[src/rtl/instr_fetch_unit_if.sv]
`default_nettype none
// +--------------------------------------------------------------------------+
// | Module   : instr_fetch_unit_if                                           |
// | Purpose  : Bundles the fetch unit's memory request/response channel,     |
// |            the redirect input and the decode-side instruction channel.   |
// | Modports : master - the fetch unit (drives requests and instructions)    |
// |            slave  - the environment (memory, branch unit, decode)        |
// | Revision : 1.0 - initial release                                         |
// +--------------------------------------------------------------------------+
interface instr_fetch_unit_if;
  // instruction memory request channel
  logic        imem_req_valid;
  logic        imem_req_ready;
  logic [31:0] imem_req_addr;
  // instruction memory response channel (in request order)
  logic        imem_rsp_valid;
  logic [31:0] imem_rsp_data;
  // taken branch / jump
  logic        redirect;
  logic [31:0] redirect_pc;
  // decode channel
  logic        inst_valid;
  logic        inst_ready;
  logic [31:0] inst;
  logic [31:0] inst_pc;
  logic [6:0]  op_code;
  logic [2:0]  funct3;
  logic [6:0]  funct7;

  modport master (
    output imem_req_valid, imem_req_addr,
    input  imem_req_ready,
    input  imem_rsp_valid, imem_rsp_data,
    input  redirect, redirect_pc,
    output inst_valid, inst, inst_pc, op_code, funct3, funct7,
    input  inst_ready
  );

  modport slave (
    input  imem_req_valid, imem_req_addr,
    output imem_req_ready,
    output imem_rsp_valid, imem_rsp_data,
    output redirect, redirect_pc,
    input  inst_valid, inst, inst_pc, op_code, funct3, funct7,
    output inst_ready
  );
endinterface
`default_nettype wire

[src/rtl/instr_fetch_unit.sv]
`default_nettype none
// +--------------------------------------------------------------------------+
// | Module   : instr_fetch_unit                                              |
// | Purpose  : Owns the fetch PC, issues in-order instruction reads, buffers |
// |            returned words with their PCs and presents them to decode    |
// |            with op_code/funct3/funct7 pre-split. A redirect flushes the |
// |            buffer and discards every response still in flight.         |
// | Ports    : clk   - rising-edge clock                                     |
// |            rst_n - asynchronous active-low reset                         |
// |            bus   - instr_fetch_unit_if.master (memory, redirect, decode) |
// | Revision : 1.0 - initial release                                         |
// +--------------------------------------------------------------------------+
module instr_fetch_unit #(
  parameter logic [31:0] RESET_PC = 32'h0000_0000,
  parameter int          DEPTH    = 2
) (
  input  wire logic                 clk,
  input  wire logic                 rst_n,
  instr_fetch_unit_if.master        bus
);

  localparam int          AW    = $clog2(DEPTH);
  localparam int          CW    = AW + 1;
  localparam int          UW    = CW + 2;
  localparam logic [31:0] C_NOP = 32'h0000_0013;

  // instruction buffer: word + pc per entry
  logic [31:0]   word_q [DEPTH];
  logic [31:0]   wpc_q  [DEPTH];
  logic [AW-1:0] rd_ptr_q, wr_ptr_q;
  logic [CW-1:0] count_q, count_d;
  // pcs of outstanding (non-discarded) requests, oldest at the head
  logic [31:0]   pcq_q  [DEPTH];
  logic [AW-1:0] pcq_rd_q, pcq_wr_q;

  logic [31:0]   fetch_pc_q, fetch_pc_d;
  logic [CW-1:0] out_cnt_q, out_cnt_d;
  logic [CW-1:0] drop_cnt_q, drop_cnt_d;

  logic          w_pop, w_push, w_rsp_drop, w_req_valid, w_accept;
  logic [UW-1:0] w_used;

  assign w_pop      = bus.inst_valid && bus.inst_ready;
  assign w_push     = bus.imem_rsp_valid && (drop_cnt_q == '0);
  assign w_rsp_drop = bus.imem_rsp_valid && (drop_cnt_q != '0);

  // Every request holds a credit until its word leaves the buffer or its
  // discard completes; a same-cycle pop frees one credit early.
  assign w_used = UW'(count_q) + UW'(out_cnt_q) + UW'(drop_cnt_q) - UW'(w_pop);

  // rst_n gates the request so it drops immediately on async reset.
  assign w_req_valid = rst_n && !bus.redirect && (w_used < UW'(DEPTH));
  assign w_accept    = w_req_valid && bus.imem_req_ready;

  assign bus.imem_req_valid = w_req_valid;
  assign bus.imem_req_addr  = fetch_pc_q;
  assign bus.inst_valid     = (count_q != '0);
  assign bus.inst           = word_q[rd_ptr_q];
  assign bus.inst_pc        = wpc_q[rd_ptr_q];
  assign bus.op_code        = word_q[rd_ptr_q][6:0];
  assign bus.funct3         = word_q[rd_ptr_q][14:12];
  assign bus.funct7         = word_q[rd_ptr_q][31:25];

  always_comb begin
    fetch_pc_d = fetch_pc_q;
    count_d    = count_q;
    out_cnt_d  = out_cnt_q;
    drop_cnt_d = drop_cnt_q;
    if (bus.redirect) begin
      fetch_pc_d = bus.redirect_pc & 32'hFFFF_FFFC;
      count_d    = '0;
      out_cnt_d  = '0;
      // Whatever is still in flight after this cycle's response is stale.
      drop_cnt_d = drop_cnt_q - CW'(w_rsp_drop) + out_cnt_q - CW'(w_push);
    end else begin
      if (w_accept) fetch_pc_d = fetch_pc_q + 32'd4;
      count_d    = count_q + CW'(w_push) - CW'(w_pop);
      out_cnt_d  = out_cnt_q + CW'(w_accept) - CW'(w_push);
      drop_cnt_d = drop_cnt_q - CW'(w_rsp_drop);
    end
  end

  always_ff @(posedge clk or negedge rst_n) begin
    if (!rst_n) begin
      fetch_pc_q <= RESET_PC;
      count_q    <= '0;
      out_cnt_q  <= '0;
      drop_cnt_q <= '0;
      rd_ptr_q   <= '0;
      wr_ptr_q   <= '0;
      pcq_rd_q   <= '0;
      pcq_wr_q   <= '0;
      for (int i = 0; i < DEPTH; i++) begin
        word_q[i] <= C_NOP;
        wpc_q[i]  <= '0;
        pcq_q[i]  <= '0;
      end
    end else begin
      fetch_pc_q <= fetch_pc_d;
      count_q    <= count_d;
      out_cnt_q  <= out_cnt_d;
      drop_cnt_q <= drop_cnt_d;
      if (bus.redirect) begin
        rd_ptr_q <= '0;
        wr_ptr_q <= '0;
        pcq_rd_q <= '0;
        pcq_wr_q <= '0;
      end else begin
        if (w_accept) begin
          pcq_q[pcq_wr_q] <= fetch_pc_q;
          pcq_wr_q        <= pcq_wr_q + AW'(1);
        end
        // A response never arrives in its own accept cycle, so the pc queue
        // head is always valid (and not being written) when a push happens.
        if (w_push) begin
          word_q[wr_ptr_q] <= bus.imem_rsp_data;
          wpc_q[wr_ptr_q]  <= pcq_q[pcq_rd_q];
          wr_ptr_q         <= wr_ptr_q + AW'(1);
          pcq_rd_q         <= pcq_rd_q + AW'(1);
        end
        if (w_pop) rd_ptr_q <= rd_ptr_q + AW'(1);
      end
    end
  end

endmodule
`default_nettype wire

[src/flat_wrapper.sv]
// flat-port wrapper written by rule: the top's interface ports become plain ports
module instr_fetch_unit_flat 
#(
  parameter logic [31:0] RESET_PC = 32'h0000_0000,
  parameter int          DEPTH    = 2
)
  (clk, rst_n, bus_imem_req_valid, bus_imem_req_addr, bus_imem_req_ready, bus_imem_rsp_valid, bus_imem_rsp_data, bus_redirect, bus_redirect_pc, bus_inst_valid, bus_inst, bus_inst_pc, bus_op_code, bus_funct3, bus_funct7, bus_inst_ready);
  instr_fetch_unit_if bus_i ();
  input  wire logic clk;
  input  wire logic rst_n;
  output wire logic [$bits(bus_i.imem_req_valid)-1:0] bus_imem_req_valid;
  output wire logic [$bits(bus_i.imem_req_addr)-1:0] bus_imem_req_addr;
  input wire logic [$bits(bus_i.imem_req_ready)-1:0] bus_imem_req_ready;
  input wire logic [$bits(bus_i.imem_rsp_valid)-1:0] bus_imem_rsp_valid;
  input wire logic [$bits(bus_i.imem_rsp_data)-1:0] bus_imem_rsp_data;
  input wire logic [$bits(bus_i.redirect)-1:0] bus_redirect;
  input wire logic [$bits(bus_i.redirect_pc)-1:0] bus_redirect_pc;
  output wire logic [$bits(bus_i.inst_valid)-1:0] bus_inst_valid;
  output wire logic [$bits(bus_i.inst)-1:0] bus_inst;
  output wire logic [$bits(bus_i.inst_pc)-1:0] bus_inst_pc;
  output wire logic [$bits(bus_i.op_code)-1:0] bus_op_code;
  output wire logic [$bits(bus_i.funct3)-1:0] bus_funct3;
  output wire logic [$bits(bus_i.funct7)-1:0] bus_funct7;
  input wire logic [$bits(bus_i.inst_ready)-1:0] bus_inst_ready;
  assign bus_imem_req_valid = bus_i.imem_req_valid;
  assign bus_imem_req_addr = bus_i.imem_req_addr;
  assign bus_i.imem_req_ready = bus_imem_req_ready;
  assign bus_i.imem_rsp_valid = bus_imem_rsp_valid;
  assign bus_i.imem_rsp_data = bus_imem_rsp_data;
  assign bus_i.redirect = bus_redirect;
  assign bus_i.redirect_pc = bus_redirect_pc;
  assign bus_inst_valid = bus_i.inst_valid;
  assign bus_inst = bus_i.inst;
  assign bus_inst_pc = bus_i.inst_pc;
  assign bus_op_code = bus_i.op_code;
  assign bus_funct3 = bus_i.funct3;
  assign bus_funct7 = bus_i.funct7;
  assign bus_i.inst_ready = bus_inst_ready;
  instr_fetch_unit #(.RESET_PC(RESET_PC), .DEPTH(DEPTH)) u_core (.clk(clk), .rst_n(rst_n), .bus(bus_i));
endmodule
[config.mk]
export PLATFORM = sky130hd
export DESIGN_NAME = instr_fetch_unit_flat
export DESIGN_NICKNAME = d
export VERILOG_FILES = /design/src/rtl/instr_fetch_unit_if.sv /design/src/rtl/instr_fetch_unit.sv /design/src/flat_wrapper.sv
export SDC_FILE = /design/constraint.sdc
export NUM_CORES = 1
export LEC_CHECK = 0
export BUFFER_PORTS_ARGS = -buffer_cell sky130_fd_sc_hd__buf_2
export CAP_MARGIN = 15
export CORE_UTILIZATION = 54
export CTS_CLUSTER_SIZE = 10
export DETAILED_ROUTE_END_ITERATION = 12
export GPL_TIMING_DRIVEN = 0
export PLACE_DENSITY_LB_ADDON = 0.25
export SETUP_SLACK_MARGIN = 0.5
export SLEW_MARGIN = 20
export SYNTH_ARGS = -nofsm -noshare
export SYNTH_HDL_FRONTEND = slang
export SYNTH_SLANG_ARGS = --single-unit
[constraint.sdc]
create_clock -name clk -period 9 [get_ports clk]
set_input_delay 1.35 -clock clk [delete_from_list [all_inputs] [get_ports clk]]
set_output_delay 1.35 -clock clk [all_outputs]
set_load 0.01 [all_outputs]
# Word level (Yosys, flattened, before mapping)
# Index checks and enable logic that the tools add are counted.
[word_totals]
romBits = 0
regBits = 234
elab_cells = 87
output_inout_bits = 115
ramBits = 0
mem_count = 0
inputBits = 70
latchBits = 0
[op_classes]
div_mod_pow = 0
reduce_logical = 17
n_mul = 0
bitwise = 5
n_lt_le_gt_ge = 7
eq_ne = 0
shifts = 0
mux = 29
add_sub_neg = 15
[op_table]
columns = ["cell", "n"]
rows = [
  ["$mux 32", 13],
  ["$bwmux 64", 3],
  ["$demux 32 s1", 2],
  ["$add 32x3->32 const B", 1],
  ["$reduce_bool 2->1", 5],
  ["$ge 2x2->1 const B", 4],
  ["$logic_and 1x1->1", 8],
  ["$mux 1", 8],
  ["$not 1->2", 4],
  ["$sub 2x1->2", 4],
  ["$mux 2", 3],
  ["$add 1x1->1 const B", 4],
  ["$add 2x1->2", 2],
  ["$add 4x2->4", 1],
  ["$lt 2x1->1 const B", 2],
  ["$lt 4x2->1 const B", 1],
  ["$reduce_and 2->1", 2],
  ["$sub 4x1->4", 1],
  ["$add 2x2->3", 1],
  ["$add 2x2->2", 1],
  ["$logic_not 2->1", 1],
  ["$logic_not 1->1", 1],
  ["$not 1->1", 1],
]

# Depth between registers and ports, before layout
[logic_depth]
ltp_word = 9
ltp_mapped = 15
depth_no_buf = 13

# Worst setup path after synthesis
# Ideal clock, no wire load.
[synth_path]
path_type = "input -> output"
start = "input bus_inst_ready"
end = "output bus_imem_req_valid"
arrival_time_ns = 3.569
path_buffers = 2
slack_ns = 4.081
stages = 9
required_ns = 7.650
cell_sequence = "and2_1 > ha_1 > inv_1 > ha_1 > and4b_1 > or3_1 > buf_2 > buf_2 > a2111oi_0"
[synth_between]
elab_chain_len = 4
[synth_lines]
columns = ["item", "line_no", "source"]
rows = [
  ["start, declared", "flat_wrapper.sv:24", "input wire logic [$bits(bus_i.inst_ready)-1:0] bus_inst_ready;"],
  ["$logic_and 1x1->1", "instr_fetch_unit.sv:43", "assign w_pop = bus.inst_valid && bus.inst_ready;"],
  ["$sub 4x1->4", "instr_fetch_unit.sv:49", "assign w_used = UW'(count_q) + UW'(out_cnt_q) + UW'(drop_cnt_q) - UW'(w_pop);"],
  ["$lt 4x2->1", "instr_fetch_unit.sv:52", "assign w_req_valid = rst_n && !bus.redirect && (w_used < UW'(DEPTH));"],
  ["$logic_and 1x1->1", "instr_fetch_unit.sv:52", ""],
  ["end, declared", "flat_wrapper.sv:11", "output wire logic [$bits(bus_i.imem_req_valid)-1:0] bus_imem_req_valid;"],
]
# No other way between the ends.

# Final worst setup path
[layout_path]
start = "register u_core.count_q[0]"
end = "output bus_imem_req_valid"
[layout_between]
elab_chain_len = 5
word_cells_on_any_way = 7
cone_classes = "add/sub: 3; order compare: 1; reduce/logical: 3"
[layout_lines]
columns = ["item", "line_no", "source"]
rows = [
  ["start, declared", "instr_fetch_unit.sv:31", "logic [CW-1:0] count_q, count_d;"],
  ["start signal, assigned", "instr_fetch_unit.sv:100", "count_q <= count_d;"],
  ["$add 2x2->3 / $reduce_bool 2->1 (equally long branches)", "instr_fetch_unit.sv:49, instr_fetch_unit.sv:57", ""],
  ["$add 4x2->4 / $logic_and 1x1->1 (equally long branches)", "instr_fetch_unit.sv:49, instr_fetch_unit.sv:43", ""],
  ["$sub 4x1->4 *", "instr_fetch_unit.sv:49", ""],
  ["$lt 4x2->1 *", "instr_fetch_unit.sv:52", ""],
  ["$logic_and 1x1->1 *", "instr_fetch_unit.sv:52", ""],
]
# Every way passes the cells marked *; elsewhere a longest branch is shown, timed or not.

==> key figures <==
Status
  – Status: complete, no violations

STA
  – Total count of hold-check failures in the final report: 0
  – Max Freq: 0.1874 GHz
  – Min Tclk post-route: 5.338 ns
  – Number of max-slew violations in the final report: 0
  – TNS Setup: 0 ns
  – Slew at the pin closest to its max-slew limit: a little over 0.8 ns
  – Unrepaired setup endpoints after global routing: false
  – Worst slew margin relative to its limit: 0.4459
  – Count of endpoints failing setup in the final report: 0
  – Max Clock Skew: approximately 0.0057 ns
  – Share of the clock period used by the worst path: 0.5931

Route
  – DR WL/cell: 17.54 um
  – Number of nets still failing antenna checks after routing: 0
  – Mean number of vias per cell: 5.421
  – Remaining routing DRC violations: 0
  – Detailed-route via count: approximately 7300
  – Starting DRC count in detailed routing: approximately 290
  – Wire length reported by the detailed router: between 20000 and 25000 um
  – First drt pass iteration count: 5

Synthesis
  – Main synth FF type: dfrtp_1
  – Synth Instances: just under 900
  – Share of the yosys chip area belonging to registers: 0.5345
  – Flops & latches, synth: approximately 220
  – Netlist area before placement: 10500 sq um
  – Syn Area/Cell: 12.11 sq um
  – Distinct cell type count after synthesis: 51
  – Warnings, synthesis: 0
  – Number of enable-type register cells in the synthesized netlist: 0
  – FFs w/ async S/R, synth: 1.000

Pwr
  – Switching share of power: 0.3340
  – Switching power total: about 0.0014 W
  – Part of the total power dissipated in the clock network: 0.217
  – Internal power summed over all cells: between 0.002 and 0.003 W
  – Cell leakage power: 5.748 nW
  – Comb pwr share: 0.393
  – Power per unit of standard cell area: 335.7 nW/um^2
  – Part of the total power dissipated in sequential elements: 0.390
  – Peak supply drop: ~0.15 mV

Clocking
  – Clock root buffer master: clkbuf_16
  – H-Tree Level Count: 1
  – Clock Sink Count: roughly 220
  – Clock Path Buffers: 3
  – Post-CTS Resized: 0
  – Total CTS buffers: 26
  – Post-CTS clock slew at the launch and capture registers of the worst setup and hold paths: 0.05 ns
  – Worst-Skew Late Latency: 0.51 ns
  – Post-cts hold buffer count: 0
  – Buffers inserted during post-CTS setup optimization: 0
  – Clock tree from TritonCTS: built

Finish
  – Final cell utilization of the core: 0.6623
  – Layout overhead on the synthesized area: 19.15%
  – Net count reported at finish: roughly 1200
  – Share of final-layout standard cells stronger than drive strength 1: 0.4099
  – Antenna diode count: 0
  – Filler cell count: about 1500

Hold path
  – Type of the tightest min-delay check: register to register
  – Hold path startpoint: u_core.pcq_q[5]

Setup path
  – Worst R2R Start: u_core.count_q[0]
  – Required time of the critical path: between 7 and 8 ns
  – Data arrival time of the critical path: between 3 and 4 ns
  – Worst setup SP type: register
  – Path type of the worst setup path: register to output pin
  – Maximum fanout along the worst path: 10
  – Kind of end point of the critical path: output pin
  – Reg2Reg Setup Slack: 5.08 ns
  – Startpoint of the most critical setup path: u_core.count_q[0]

Run
  – Max Cap Viol: 0

Floorplanning
  – Die extent in y: between 100 and 150 um
  – Total core area: approximately 19000 sq um
  – Horizontal die dimension: approximately 140 um
  – Die Footprint: approximately 20000 sq um
  – Core Rows: 50
  – # IOs: about 190
  – Starting density of the core: 0.5558

Placement
  – Port Buffer Count: approximately 180
  – Final weighted congestion in routability-driven placement: ~0.88
  – HPWL reported at the end of detailed placement: around 17000 um

Global routing
  – Maximum number of pins on one net before global-route repair: a little over 100
  – Total grt overflow: 0
  – Via count of the first global-routing pass: approximately 7500
  – Total global-route track usage: 0.2446
  – Antenna violations before repair: 0
  – First-pass GRT wire length: about 39000 um
## logic make-up after synthesis
logic type,synth area share
muxes,0.2333
buffers and inverters,0.04515
other,0.0003571
DFF,0.5345
xor gates and xnor gates,0.02585
adders and majority gates,0.01811
and+or+nand+nor,0.07363
AOI/OAI and AO/OA,0.06911
## flip-flops by register name, indices dropped and copies added (netlist names)
signal	flops
u_core.bus.imem_req_addr	30
u_core.count_q	2
u_core.drop_cnt_q	2
u_core.out_cnt_q	2
u_core.pcq_q	60
u_core.pcq_rd_q	1
u_core.pcq_wr_q	1
u_core.rd_ptr_q	1
u_core.word_q	64
u_core.wpc_q	60
u_core.wr_ptr_q	1
## layout make-up
cell class | instances | area (sq um) | share of cell area
plain buffers | 75 | 402.9 | 0.03220
clock buffers | 37 | 713.2 | 0.05700
clock inverters | 1 | 5.005 | 0.0004000
inverters | 19 | 71.32 | 0.005700
multi-input cells | 552 | 4425 | 0.3537
flip-flops and latches | 224 | 5613 | 0.4486
well taps | 260 | 325.3 | 0.02600
repair buffers | 180 | 955.9 | 0.07640
## synthesized netlist by cell type, drive strengths merged (2+ instances only)
master / number / area, sq um
a2111oi: 13 / 141.4
xnor2: 21 / 183.9
nor2b: 3 / 18.77
fa: 2 / 40.04
and4: 2 / 17.52
and2: 4 / 25.03
buf: 38 / 264.0
nand2: 30 / 112.6
o21ai: 23 / 115.1
mux2: 190 / 2140
nand4: 4 / 31.28
ha: 12 / 150.1
a211oi: 5 / 37.54
mux2i: 31 / 310.3
nor3b: 2 / 20.02
nor3: 3 / 20.02
clkbuf: 37 / 138.9
inv: 18 / 67.56
a31oi: 10 / 62.56
and3: 2 / 12.51
xor2: 10 / 87.58
or3: 9 / 56.30
or4: 5 / 41.29
o31ai: 4 / 30.03
a21oi: 61 / 305.3
nand3: 13 / 65.06
dfrtp: 218 / 5455
a21o: 3 / 22.52
nor2: 79 / 296.5
dfstp: 6 / 157.7
## path summary, 6_finish.rpt
kind                                      end  depth (start not counted)
min in group asynchronous    u_core.word_q[7]                          1
max reg2reg                   u_core.pcq_q[9]                         13
min                           u_core.pcq_q[5]                          1
max                        bus_imem_req_valid                         12
min reg2reg                   u_core.pcq_q[5]                          1
max in group asynchronous    u_core.pcq_q[16]                          2
## power by group through the flow
stage,sequential (W),combinational (W),clock (W)
CTS,0.00164,0.00167,0.000932
floorplan,0.00159,0.00117,0
global route,0.00169,0.00182,0.000972
detailed placement,0.00165,0.00165,0
global placement,0.00163,0.00161,0
finish,0.00164,0.00165,0.000910
## metal layers
layer | GRT usage | up-vias | part of all wire
met1 | 0.3606 | 3597 | 0.48
met2 | 0.3900 | 236 | 0.45
met4 | 0.05546 | 0 | 0.014
met5 | 0 | - | 0
li1 | - | 3447 | -
met3 | 0.02902 | 27 | 0.052
## critical path: stages (launching register included)
cell and delay, ns:
dfrtp_1 0.39, ha_1 0.19, inv_1 0.07, fa_1 0.43
ha_1 0.34, inv_1 0.05, ha_1 0.28, and4b_1 0.18
o21ai_0 0.31, clkbuf_1 0.44, clkbuf_1 0.42, a2111oi_0 0.20
buf_2 0.19
## cells in the final DEF, fill, tap and decap left out, types with 6 or more instances in the layout
| master | count |
|---|---|
| a2111oi_0 | 7 |
| or3_1 | 9 |
| ha_1 | 12 |
| buf_2 | 184 |
| xor2_1 | 10 |
| dfrtp_1 | 218 |
| buf_4 | 24 |
| mux2i_1 | 31 |
| o21ai_0 | 21 |
| dfstp_2 | 6 |
| a21oi_1 | 61 |
| a31oi_1 | 10 |
| nand3_1 | 13 |
| mux2_2 | 189 |
| clkbuf_16 | 27 |
| nor2_1 | 79 |
| nand2_1 | 30 |
| clkbuf_1 | 47 |
| xnor2_1 | 21 |
| inv_1 | 18 |
## per-stage QoR
step           power, W  worst slack (ns)  hold WS [ns]  cell area, sq um  instances
6_report       0.004200             3.662        0.4895             12510       1348
3_5_place_dp   0.003300             3.712        0.4779             11790       1310
4_1_cts        0.004234             3.656        0.4894             12510       1348
2_1_floorplan  0.002757             4.081        0.4579             10510        870
5_1_grt        0.004478             3.396        0.5106             12510       1348
3_3_place_gp   0.003244             1.699        0.4694             11730       1308
Power figures use the tool's default switching activity.
